## src/rtl/pc_pkg.sv

```systemverilog
// Shared definitions for the fetch-stage program-counter sequencer.
package pc_pkg;

    localparam int          XLEN_DEF         = 32;
    localparam logic [31:0] RESET_VECTOR_DEF = 32'h0000_0000;
    localparam logic [31:0] TRAP_VECTOR_DEF  = 32'h0000_0100;

    // Next-PC source, listed in priority order (highest first).
    typedef enum logic [2:0] {
        SEL_TRAP,
        SEL_REDIR,
        SEL_MISAL,
        SEL_HOLD,
        SEL_RAS,
        SEL_INC
    } pc_sel_e;

endpackage

```

## src/rtl/pc_sequencer_if.sv

```systemverilog
// Control/redirect/RAS bundle between execute logic (master) and the PC sequencer (slave).
interface pc_sequencer_if #(
    parameter int XLEN = 32
);
    logic            stall_i;
    logic            trap_i;
    logic            redirect_valid_i;
    logic [XLEN-1:0] redirect_target_i;
    logic            ras_push_i;
    logic [XLEN-1:0] ras_push_addr_i;
    logic            ras_pop_i;
    logic [XLEN-1:0] pc_o;
    logic            pc_valid_o;
    logic            misaligned_o;
    logic            ras_empty_o;
    logic            ras_full_o;

    modport master (
        output stall_i, trap_i, redirect_valid_i, redirect_target_i,
               ras_push_i, ras_push_addr_i, ras_pop_i,
        input  pc_o, pc_valid_o, misaligned_o, ras_empty_o, ras_full_o
    );

    modport slave (
        input  stall_i, trap_i, redirect_valid_i, redirect_target_i,
               ras_push_i, ras_push_addr_i, ras_pop_i,
        output pc_o, pc_valid_o, misaligned_o, ras_empty_o, ras_full_o
    );
endinterface

```

## src/rtl/pc_ras.sv

```systemverilog
// Circular return-address stack: top pointer plus saturating count.
// When full, a push overwrites the oldest entry by wrapping the pointer.
module pc_ras #(
    parameter int XLEN  = 32,
    parameter int DEPTH = 4
) (
    input  logic            clk,
    input  logic            reset,
    input  logic            push_i,
    input  logic            pop_i,
    input  logic            flush_i,
    input  logic [XLEN-1:0] push_addr_i,
    output logic [XLEN-1:0] top_o,
    output logic            empty_o,
    output logic            full_o
);
    localparam int PTR_W = $clog2(DEPTH);
    localparam int CNT_W = PTR_W + 1;

    logic [XLEN-1:0]  r_mem [DEPTH];
    logic [PTR_W-1:0] r_top;
    logic [CNT_W-1:0] r_count;

    logic             w_empty;
    logic             w_full;
    logic             w_pop_ok;
    logic             w_replace;
    logic             w_push_only;
    logic             w_pop_only;
    logic [PTR_W-1:0] w_wr_idx;

    assign w_empty     = (r_count == '0);
    assign w_full      = (r_count == CNT_W'(DEPTH));
    // A pop on an empty stack is dropped, so push+pop there degrades to a plain push.
    assign w_pop_ok    = pop_i & ~w_empty & ~flush_i;
    assign w_replace   = push_i & w_pop_ok & ~flush_i;
    assign w_push_only = push_i & ~w_pop_ok & ~flush_i;
    assign w_pop_only  = w_pop_ok & ~push_i;
    assign w_wr_idx    = w_replace ? r_top : r_top + PTR_W'(1);

    assign top_o   = r_mem[r_top];
    assign empty_o = w_empty;
    assign full_o  = w_full;

    // Entry storage: replace the top on push+pop, otherwise write above the top.
    always_ff @(posedge clk) begin
        if (w_replace || w_push_only) begin
            r_mem[w_wr_idx] <= push_addr_i;
        end
    end

    // Pointer and occupancy; flush only clears the count, stale entries are unreachable.
    always_ff @(posedge clk or posedge reset) begin
        if (reset) begin
            r_top   <= '0;
            r_count <= '0;
        end else if (flush_i) begin
            r_count <= '0;
        end else if (w_push_only) begin
            r_top <= r_top + PTR_W'(1);
            if (!w_full) begin
                r_count <= r_count + CNT_W'(1);
            end
        end else if (w_pop_only) begin
            r_top   <= r_top - PTR_W'(1);
            r_count <= r_count - CNT_W'(1);
        end
    end

endmodule

```

## src/rtl/pc_sequencer.sv

```systemverilog
// Fetch-stage PC sequencer: priority next-PC select, PC register, valid and
// misaligned-redirect flops, with a return-address stack for predicted returns.
module pc_sequencer
    import pc_pkg::*;
#(
    parameter int              XLEN         = XLEN_DEF,
    parameter int              INSTR_BYTES  = 4,
    parameter logic [XLEN-1:0] RESET_VECTOR = XLEN'(RESET_VECTOR_DEF),
    parameter logic [XLEN-1:0] TRAP_VECTOR  = XLEN'(TRAP_VECTOR_DEF),
    parameter int              RAS_DEPTH    = 4
) (
    input  logic          clk,
    input  logic          reset,
    pc_sequencer_if.slave bus
);
    localparam logic [XLEN-1:0] ALIGN_MASK = XLEN'(INSTR_BYTES - 1);
    localparam logic [XLEN-1:0] PC_STEP    = XLEN'(INSTR_BYTES);

    logic [XLEN-1:0] r_pc;
    logic            r_valid;
    logic            r_misal;

    pc_sel_e         w_sel;
    logic [XLEN-1:0] w_pc_next;
    logic            w_aligned;
    logic            w_ras_flush;
    logic            w_ras_push;
    logic            w_ras_pop;
    logic [XLEN-1:0] w_ras_top;
    logic            w_ras_empty;
    logic            w_ras_full;

    assign w_aligned = ((bus.redirect_target_i & ALIGN_MASK) == '0);

    // Next-PC source selection in strict priority order.
    always_comb begin
        w_sel = SEL_INC;
        if (bus.trap_i) begin
            w_sel = SEL_TRAP;
        end else if (bus.redirect_valid_i && w_aligned) begin
            w_sel = SEL_REDIR;
        end else if (bus.redirect_valid_i) begin
            w_sel = SEL_MISAL;
        end else if (bus.stall_i) begin
            w_sel = SEL_HOLD;
        end else if (bus.ras_pop_i && !w_ras_empty) begin
            w_sel = SEL_RAS;
        end
    end

    // Next-PC value for the chosen source; increment wraps modulo 2^XLEN.
    always_comb begin
        w_pc_next = r_pc + PC_STEP;
        case (w_sel)
            SEL_TRAP:  w_pc_next = TRAP_VECTOR;
            SEL_REDIR: w_pc_next = bus.redirect_target_i;
            SEL_MISAL: w_pc_next = TRAP_VECTOR;
            SEL_HOLD:  w_pc_next = r_pc;
            SEL_RAS:   w_pc_next = w_ras_top;
            default:   w_pc_next = r_pc + PC_STEP;
        endcase
    end

    // Traps and misaligned redirects discard predictions; stall freezes the stack,
    // even when an aligned redirect overrides the stall for the PC itself.
    assign w_ras_flush = (w_sel == SEL_TRAP) || (w_sel == SEL_MISAL);
    assign w_ras_push  = bus.ras_push_i & ~bus.stall_i & ~w_ras_flush;
    assign w_ras_pop   = bus.ras_pop_i & ~bus.stall_i & ~w_ras_flush;

    pc_ras #(
        .XLEN  (XLEN),
        .DEPTH (RAS_DEPTH)
    ) u_ras (
        .clk         (clk),
        .reset       (reset),
        .push_i      (w_ras_push),
        .pop_i       (w_ras_pop),
        .flush_i     (w_ras_flush),
        .push_addr_i (bus.ras_push_addr_i),
        .top_o       (w_ras_top),
        .empty_o     (w_ras_empty),
        .full_o      (w_ras_full)
    );

    // PC register, fetch-valid flag and one-cycle misaligned-redirect pulse.
    always_ff @(posedge clk or posedge reset) begin
        if (reset) begin
            r_pc    <= RESET_VECTOR;
            r_valid <= 1'b0;
            r_misal <= 1'b0;
        end else begin
            r_pc    <= w_pc_next;
            r_valid <= 1'b1;
            r_misal <= (w_sel == SEL_MISAL);
        end
    end

    assign bus.pc_o         = r_pc;
    assign bus.pc_valid_o   = r_valid;
    assign bus.misaligned_o = r_misal;
    assign bus.ras_empty_o  = w_ras_empty;
    assign bus.ras_full_o   = w_ras_full;

endmodule

```

## src/flat_wrapper.sv

```systemverilog
// flat-port wrapper written by rule: the top's interface ports become plain ports
module pc_sequencer_flat import pc_pkg::*;
#(
    parameter int              XLEN         = XLEN_DEF,
    parameter int              INSTR_BYTES  = 4,
    parameter logic [XLEN-1:0] RESET_VECTOR = XLEN'(RESET_VECTOR_DEF),
    parameter logic [XLEN-1:0] TRAP_VECTOR  = XLEN'(TRAP_VECTOR_DEF),
    parameter int              RAS_DEPTH    = 4
)
  (clk, reset, bus_stall_i, bus_trap_i, bus_redirect_valid_i, bus_redirect_target_i, bus_ras_push_i, bus_ras_push_addr_i, bus_ras_pop_i, bus_pc_o, bus_pc_valid_o, bus_misaligned_o, bus_ras_empty_o, bus_ras_full_o);
  pc_sequencer_if #(.XLEN(XLEN)) bus_i ();
  input  logic clk;
  input  logic reset;
  input wire logic [$bits(bus_i.stall_i)-1:0] bus_stall_i;
  input wire logic [$bits(bus_i.trap_i)-1:0] bus_trap_i;
  input wire logic [$bits(bus_i.redirect_valid_i)-1:0] bus_redirect_valid_i;
  input wire logic [$bits(bus_i.redirect_target_i)-1:0] bus_redirect_target_i;
  input wire logic [$bits(bus_i.ras_push_i)-1:0] bus_ras_push_i;
  input wire logic [$bits(bus_i.ras_push_addr_i)-1:0] bus_ras_push_addr_i;
  input wire logic [$bits(bus_i.ras_pop_i)-1:0] bus_ras_pop_i;
  output wire logic [$bits(bus_i.pc_o)-1:0] bus_pc_o;
  output wire logic [$bits(bus_i.pc_valid_o)-1:0] bus_pc_valid_o;
  output wire logic [$bits(bus_i.misaligned_o)-1:0] bus_misaligned_o;
  output wire logic [$bits(bus_i.ras_empty_o)-1:0] bus_ras_empty_o;
  output wire logic [$bits(bus_i.ras_full_o)-1:0] bus_ras_full_o;
  assign bus_i.stall_i = bus_stall_i;
  assign bus_i.trap_i = bus_trap_i;
  assign bus_i.redirect_valid_i = bus_redirect_valid_i;
  assign bus_i.redirect_target_i = bus_redirect_target_i;
  assign bus_i.ras_push_i = bus_ras_push_i;
  assign bus_i.ras_push_addr_i = bus_ras_push_addr_i;
  assign bus_i.ras_pop_i = bus_ras_pop_i;
  assign bus_pc_o = bus_i.pc_o;
  assign bus_pc_valid_o = bus_i.pc_valid_o;
  assign bus_misaligned_o = bus_i.misaligned_o;
  assign bus_ras_empty_o = bus_i.ras_empty_o;
  assign bus_ras_full_o = bus_i.ras_full_o;
  pc_sequencer #(.XLEN(XLEN), .INSTR_BYTES(INSTR_BYTES), .RESET_VECTOR(RESET_VECTOR), .TRAP_VECTOR(TRAP_VECTOR), .RAS_DEPTH(RAS_DEPTH)) u_core (.clk(clk), .reset(reset), .bus(bus_i));
endmodule
```

## config.mk

```make
export PLATFORM = sky130hd
export DESIGN_NAME = pc_sequencer_flat
export DESIGN_NICKNAME = d
export VERILOG_FILES = /design/src/rtl/pc_pkg.sv /design/src/rtl/pc_sequencer_if.sv /design/src/rtl/pc_ras.sv /design/src/rtl/pc_sequencer.sv /design/src/flat_wrapper.sv
export SDC_FILE = /design/constraint.sdc
export NUM_CORES = 1
export LEC_CHECK = 0
export CORE_ASPECT_RATIO = 0.7
export CORE_MARGIN = 4
export CORE_UTILIZATION = 29
export CTS_BUF_LIST = sky130_fd_sc_hd__clkbuf_8 sky130_fd_sc_hd__clkbuf_16
export CTS_CLUSTER_DIAMETER = 200
export DETAILED_ROUTE_END_ITERATION = 6
export PLACE_DENSITY = 0.45
export RECOVER_POWER = 25
export REMOVE_ABC_BUFFERS = 1
export SKIP_CTS_REPAIR_TIMING = 1
export SYNTH_ARGS = -nofsm -noshare
export SYNTH_HDL_FRONTEND = slang
export SYNTH_SLANG_ARGS = --single-unit
```

## constraint.sdc

```tcl
create_clock -name clk -period 5.6 [get_ports clk]
set_clock_uncertainty 0.2 [all_clocks]
set_input_delay 1.12 -clock clk [delete_from_list [all_inputs] [get_ports clk]]
set_output_delay 1.12 -clock clk [all_outputs]
set_load 0.05 [all_outputs]
```

==> flow_metrics.env, run 1 <==
export IMPL_status="finished clean"
export IMPL_tightest_slew_ps=1080
export IMPL_die_y_um=141
export IMPL_p_per_area_nw_per_um2=349
export IMPL_cts_clk_slew_worst_paths_ps=70
export IMPL_cp_start_kind="primary input"
export IMPL_row_count=48
export IMPL_async_reset_ff_share_pct=23.4
export IMPL_relSlewSlack_pct=27.8
export IMPL_p_seq_share_pct=45.4
export IMPL_dp_hpwl_um=13200
export IMPL_drive_gt1_share_pct=17.2
export IMPL_vias_per_cell=5.18
export IMPL_final_cells=911
export IMPL_grt_start_max_net_pins=40
export IMPL_p_leak_nw=3.15
export IMPL_min_period_ps=3640
export IMPL_hold_path_class="flip-flop to flip-flop"
export IMPL_ys_top_cells_by_area="edfxtp_1 (52%), dfrtp_1 (13%), mux4_2 (9.8%)"
export IMPL_cp_data_required_time_ps=5460
export IMPL_placed_cell_area_sq_um=8770
export IMPL_post_drt_wl_per_cell_um=22.2
export IMPL_clock_sinks=167
export IMPL_mostFrequentLayoutCells="edfxtp_1 (128), clkdlybuf4s50_1 (83), dfrtp_1 (38)"
export IMPL_final_max_slew_viol_count=0
export IMPL_ys_types=62
export IMPL_final_area_sq_um=9360
export IMPL_cts_root_buf="clkbuf_16"
export IMPL_end_kind="flip-flop"
export IMPL_cts_buffers=17
export IMPL_synth_edff_count=128
export IMPL_synth_top_area_share_pct=52.5
export IMPL_synth_flop_cell="edfxtp_1"
export IMPL_yosys_area_top_type="edfxtp_1"
export IMPL_wl_met2_um=8950
export IMPL_drt_total_wl_um=20300
export IMPL_post_place_cells=879
export IMPL_fp_dieArea_sq_um=27900
export IMPL_insertion_delay_ps=430
export IMPL_firstDrtPassIters=4
export IMPL_ys_seq_elements=167
export IMPL_ys_seq_area_share_pct=65.8
export IMPL_power_internal_w=0.00234
export IMPL_cts_tree="yes"
export IMPL_finalHoldViolCount=0
export IMPL_switching_share_pct=28.3
export IMPL_cp_max_fo=32
export IMPL_netlist_instances=462
export IMPL_yosys_warnings=0
export IMPL_grt_pass1_wl_um=30500
export IMPL_final_antenna_net_count=0
export IMPL_layout_commonest_cell="edfxtp_1"
export IMPL_maxCapViolations=0
export IMPL_dieWidth_um=198
export IMPL_grt_pass1_vias=4882
export IMPL_gp_congestion=0.765
export IMPL_dr_total_vias=4717
export IMPL_initial_core_util_pct=29.6
export IMPL_antenna_found_initial=0
export IMPL_syn2layout_area_growth_pct=27.8
export IMPL_ir_worst_vdd_mv=0.201
export IMPL_crit_arrival_ps=3500
export IMPL_drtIter0Drc=319
export IMPL_max_freq_ghz=0.275
export IMPL_h_tree_depth=4
export IMPL_grt_ovfl_total=0
export IMPL_fin_crit_sh_pct=65.0
export IMPL_critical_path_class="primary input to flip-flop"
export IMPL_grt_usage_pct=14.8
export IMPL_wl_met1_um=10000
export IMPL_met3_length_um=1170
export IMPL_portBuffers=106
export IMPL_pwr_share_clk_pct=35.5
export IMPL_tns_ps=0
export IMPL_io_pins=107
export IMPL_setup_viol=0
export IMPL_p_comb_share_pct=19.1
export IMPL_cts_path_max_buffers=2
export IMPL_rsz0062_at_grt="false"
export IMPL_routed_top_layer="met4"
export IMPL_final_nets=646
export IMPL_drc=0
export IMPL_switchingPower_w=0.000925
export IMPL_core_sq_um=24700
export IMPL_syn_area_per_cell_sq_um=15.8
export IMPL_antenna_cells=0
export IMPL_syn_area_sq_um=7320
==> power groups by stage <==
stage	Clock (W)	Sequential, W	Combinational (W)
after floorplan	0	0.00158	0.000334
after global placement	0	0.00151	0.000638
after detailed placement	0	0.00151	0.000645
after CTS	0.00119	0.00149	0.000646
after global routing	0.00125	0.00150	0.000678
final	0.00116	0.00148	0.000625
==> per-layer routing <==
layer,up-vias,global-route usage [%]
met5,-,0
met1,2458,22.1
li1,2105,-
met3,10,3.58
met2,144,21.9
met4,0,3.08
==> metrics by stage <==
stage	setup WS [ps]	util, %	power (W)	hold slack [ps]
after floorplan	612	-	0.00191	340
after CTS	1970	37.8	0.00333	360
after detailed placement	1520	35.5	0.00216	336
after global routing	1840	37.8	0.00342	372
after global placement	1620	35.5	0.00215	341
final	1960	37.8	0.00327	350
==> flip-flops by register name, summed over array words and instances, names as in the netlist <==
| signal | count |
|---|---|
| u_core.bus.misaligned_o | 1 |
| u_core.bus.pc_valid_o | 1 |
| u_core.u_ras.r_count | 3 |
| u_core.bus.pc_o | 32 |
| u_core.u_ras.r_top | 2 |
| u_core.u_ras.r_mem | 128 |
==> cell usage after synthesis, drive strengths merged, types with 2 or more instances <==
| master | count |
|---|---|
| o21a | 7 |
| xor2 | 4 |
| clkbuf | 11 |
| nor3 | 12 |
| and3 | 4 |
| edfxtp | 128 |
| and2 | 6 |
| buf | 13 |
| a22o | 3 |
| a21o | 3 |
| o31ai | 4 |
| and4 | 2 |
| a31o | 2 |
| mux4 | 32 |
| a222oi | 2 |
| nor4 | 7 |
| inv | 9 |
| a2bb2oi | 6 |
| a31oi | 5 |
| nor2 | 24 |
| mux2i | 2 |
| a221oi | 6 |
| a22oi | 14 |
| a221o | 8 |
| nand3 | 10 |
| o21bai | 2 |
| a21oi | 24 |
| or2 | 3 |
| xnor2 | 5 |
| o22a | 2 |
| a211oi | 3 |
| o21ai | 20 |
| dfrtp | 39 |
| nand2 | 8 |
| nand2b | 5 |
| nand4 | 11 |
==> layout make-up <==
class | count | area (sq um)
Clock buffer | 17 | 425
Inverter | 9 | 33.8
Tap cell | 325 | 407
Sequential cell | 167 | 4820
Clock inverter | 15 | 160
Timing Repair Buffer | 116 | 1140
Multi-Input combinational cell | 262 | 2380
Fill cell | 2332 | 15400
==> path summary, 6_finish.rpt <==
kind,startpoint,endpoint,slack [ps],cells after the start
worst max-delay path,bus_stall_i,u_core.u_ras.r_mem[3][31]$_DFFE_PP_,1960,6
worst min-delay path,u_core.bus.pc_o[0]$_DFFE_PP0P_,u_core.bus.pc_o[0]$_DFFE_PP0P_,350,1
worst max register to register,u_core.u_ras.r_top[0]$_DFFE_PP0P_,u_core.bus.pc_o[12]$_DFFE_PP0P_,2780,5
worst min register to register,u_core.bus.pc_o[0]$_DFFE_PP0P_,u_core.bus.pc_o[0]$_DFFE_PP0P_,350,1
max in group asynchronous,reset,u_core.u_ras.r_top[0]$_DFFE_PP0P_,3770,3
min in group asynchronous,reset,u_core.bus.pc_valid_o$_DFF_PP0_,980,3
==> worst max-delay path, cell delays in order <==
cell,delay (ps)
clkdlybuf4s50_1,480
nand2b_1,300
o21ai_0,390
or4b_1,600
nor2_4,120
buf_4,470
==> cell families (layout without fill, tap and decap cells) <==
kind of cell             count (synthesis)  count (layout)  share of synthesized area, %
AO/OA/AOI/OAI                          118             118                          11.3
other                                    1               1                        0.0512
multiplexers                            34              34                          10.1
buffers and inverters                   33             157                          2.29
adder cells (fa/ha/maj)                  2               2                         0.444
XOR/XNOR                                 9               9                          1.08
AND/OR/NAND/NOR                         98              98                          8.87
flip-flops                             167             167                          65.8
(Power assumes the default switching activity.)
==> inputs of run 2 (changes only) <==
==> constraint.sdc (replaced) <==
create_clock -name clk -period 3.7 [get_ports clk]
set_clock_uncertainty 0.2 [all_clocks]
set_input_delay 0.74 -clock clk [delete_from_list [all_inputs] [get_ports clk]]
set_output_delay 0.74 -clock clk [all_outputs]
set_load 0.05 [all_outputs]
==> flow_metrics.env, run 2 (same netlist as run 1, synthesis figures left out) <==
export IMPL_status="finished clean"
export IMPL_firstDrtPassIters=5
export IMPL_regArea_sq_um=4820
export IMPL_antenna_found_initial=0
export IMPL_tightest_slew_ps=691
export IMPL_row_count=48
export IMPL_power_internal_w=0.00350
export IMPL_crit_arrival_ps=2170
export IMPL_post_place_cells=887
export IMPL_regMostFlops="u_core.u_ras.r_mem"
export IMPL_finalHoldViolCount=0
export IMPL_gp_congestion=0.782
export IMPL_post_drt_wl_per_cell_um=22.7
export IMPL_initial_core_util_pct=29.6
export IMPL_relSlewSlack_pct=53.6
export IMPL_insertion_delay_ps=430
export IMPL_mostFrequentLayoutCells="edfxtp_1 (128), clkdlybuf4s50_1 (83), dfrtp_1 (38)"
export IMPL_critical_path_class="flip-flop to output pin"
export IMPL_finalPower_w=0.00487
export IMPL_cts_buffers=17
export IMPL_syn2layout_area_growth_pct=29.3
export IMPL_setup_viol=0
export IMPL_cp_data_required_time_ps=2760
export IMPL_core_sq_um=24700
export IMPL_worstPathCellList="nor3_4, clkdlybuf4s50_1"
export IMPL_dr_total_vias=4747
export IMPL_cts_path_max_buffers=2
export IMPL_drt_total_wl_um=20900
export IMPL_p_comb_share_pct=21.5
export IMPL_grt_pass1_wl_um=31200
export IMPL_multiInputGateArea_sq_um=2380
export IMPL_grt_pass1_vias=4818
export IMPL_fp_dieArea_sq_um=27900
export IMPL_final_antenna_net_count=0
export IMPL_die_y_um=141
export IMPL_rsz0062_at_grt="false"
export IMPL_hold_path_class="flip-flop to flip-flop"
export IMPL_largest_reg_flops=128
export IMPL_reg2reg_setup_slack_ps=1110
export IMPL_clock_sinks=167
export IMPL_switching_share_pct=28.3
export IMPL_dp_hpwl_um=13600
export IMPL_layout_commonest_cell="edfxtp_1"
export IMPL_vias_per_cell=5.17
export IMPL_p_seq_share_pct=45.4
export IMPL_min_period_ps=3110
export IMPL_n_fill_cell=2339
export IMPL_reg2reg_depth=5
export IMPL_portBuffers=106
export IMPL_ir_worst_vdd_mv=0.338
export IMPL_slowest_delay_ps=880
export IMPL_cp_max_fo=7
export IMPL_min_from="u_core.bus.pc_o[1]$_DFFE_PP0P_"
export IMPL_cts_clk_slew_worst_paths_ps=60
export IMPL_cts_root_buf="clkbuf_16"
export IMPL_switchingPower_w=0.00138
export IMPL_fin_crit_sh_pct=83.9
export IMPL_p_per_area_nw_per_um2=515
export IMPL_final_cells=919
export IMPL_dieWidth_um=198
export IMPL_r2r_start="u_core.u_ras.r_count[2]$_DFFE_PP0P_"
export IMPL_io_pins=107
export IMPL_slowest_stage="clkdlybuf4s50_1"
export IMPL_r2r_end="u_core.u_ras.r_mem[3][13]$_DFFE_PP_"
export IMPL_drc=0
export IMPL_crit_start="u_core.u_ras.r_count[2]$_DFFE_PP0P_"
export IMPL_cts_tree="yes"
export IMPL_p_leak_nw=3.19
export IMPL_h_tree_depth=4
export IMPL_grt_ovfl_total=0
export IMPL_drtIter0Drc=316
export IMPL_drive_gt1_share_pct=17.8
export IMPL_end_kind="output pin"
export IMPL_grt_start_max_net_pins=40
export IMPL_cp_start_kind="flip-flop"
export IMPL_worstSetupEndpoint="bus_ras_empty_o"
export IMPL_max_freq_ghz=0.322
export IMPL_antenna_cells=0
export IMPL_final_nets=654
export IMPL_pwr_share_clk_pct=33.1
export IMPL_grt_usage_pct=15.1
export IMPL_final_max_slew_viol_count=0
export IMPL_hold_slack_ps=344
export IMPL_tns_ps=0
export IMPL_maxCapViolations=0
run 2: worst min path at each step:
stage,endpoint,slack [ps],cells after the start
CTS,u_core.bus.pc_o[1]$_DFFE_PP0P_,360,1
floorplan,u_core.u_ras.r_count[2]$_DFFE_PP0P_,340,1
detailed placement,u_core.bus.pc_o[1]$_DFFE_PP0P_,330,1
global route,u_core.bus.pc_o[25]$_DFFE_PP0P_,380,2
finish,u_core.bus.pc_o[1]$_DFFE_PP0P_,340,1
global placement,u_core.bus.pc_o[1]$_DFFE_PP0P_,340,1
run 2: final cells by class:
cell class                 count  area share (%)
clock buffer                  17            4.49
clock inverter                15            1.11
inverter                       9           0.357
multi-input combinational    262            25.1
sequential                   167            50.9
tap                          325            4.30
timing repair buffer         124            13.7
run 2: through the flow:
| stage | utilization [%] | instance area, sq um | setup WS [ps] |
|---|---|---|---|
| final | 38.2 | 9460 | 594 |
| after global routing | 38.2 | 9460 | 500 |
| after CTS | 38.2 | 9460 | 582 |
| after global placement | 36.1 | 8930 | 335 |
| after floorplan | - | 7190 | -1290 |
| after detailed placement | 36.1 | 8930 | 218 |
run 2: power groups by stage:
stage               Clock, W  Combinational (W)  Sequential, W
floorplan                  0           0.000506        0.00239
global placement           0            0.00107        0.00225
detailed placement         0            0.00107        0.00225
CTS                  0.00165            0.00108        0.00221
global route         0.00173            0.00112        0.00222
finish               0.00161            0.00105        0.00221
run 2: per-layer routing:
| layer | track usage, % | up-vias | wire length, um |
|---|---|---|---|
| met5 | 0 | - | 0 |
| met4 | 3.44 | 0 | 256 |
| met3 | 3.70 | 18 | 1270 |
| met2 | 21.8 | 142 | 9040 |
| met1 | 23.2 | 2463 | 10300 |
| li1 | - | 2124 | - |
run 2: worst max-delay path, delay by kind of cell, from the launching register on:
kind                   cells  cell delay (ps)
buffers and inverters      1              880
DFF                        1              450
and+or+nand+nor            1              400
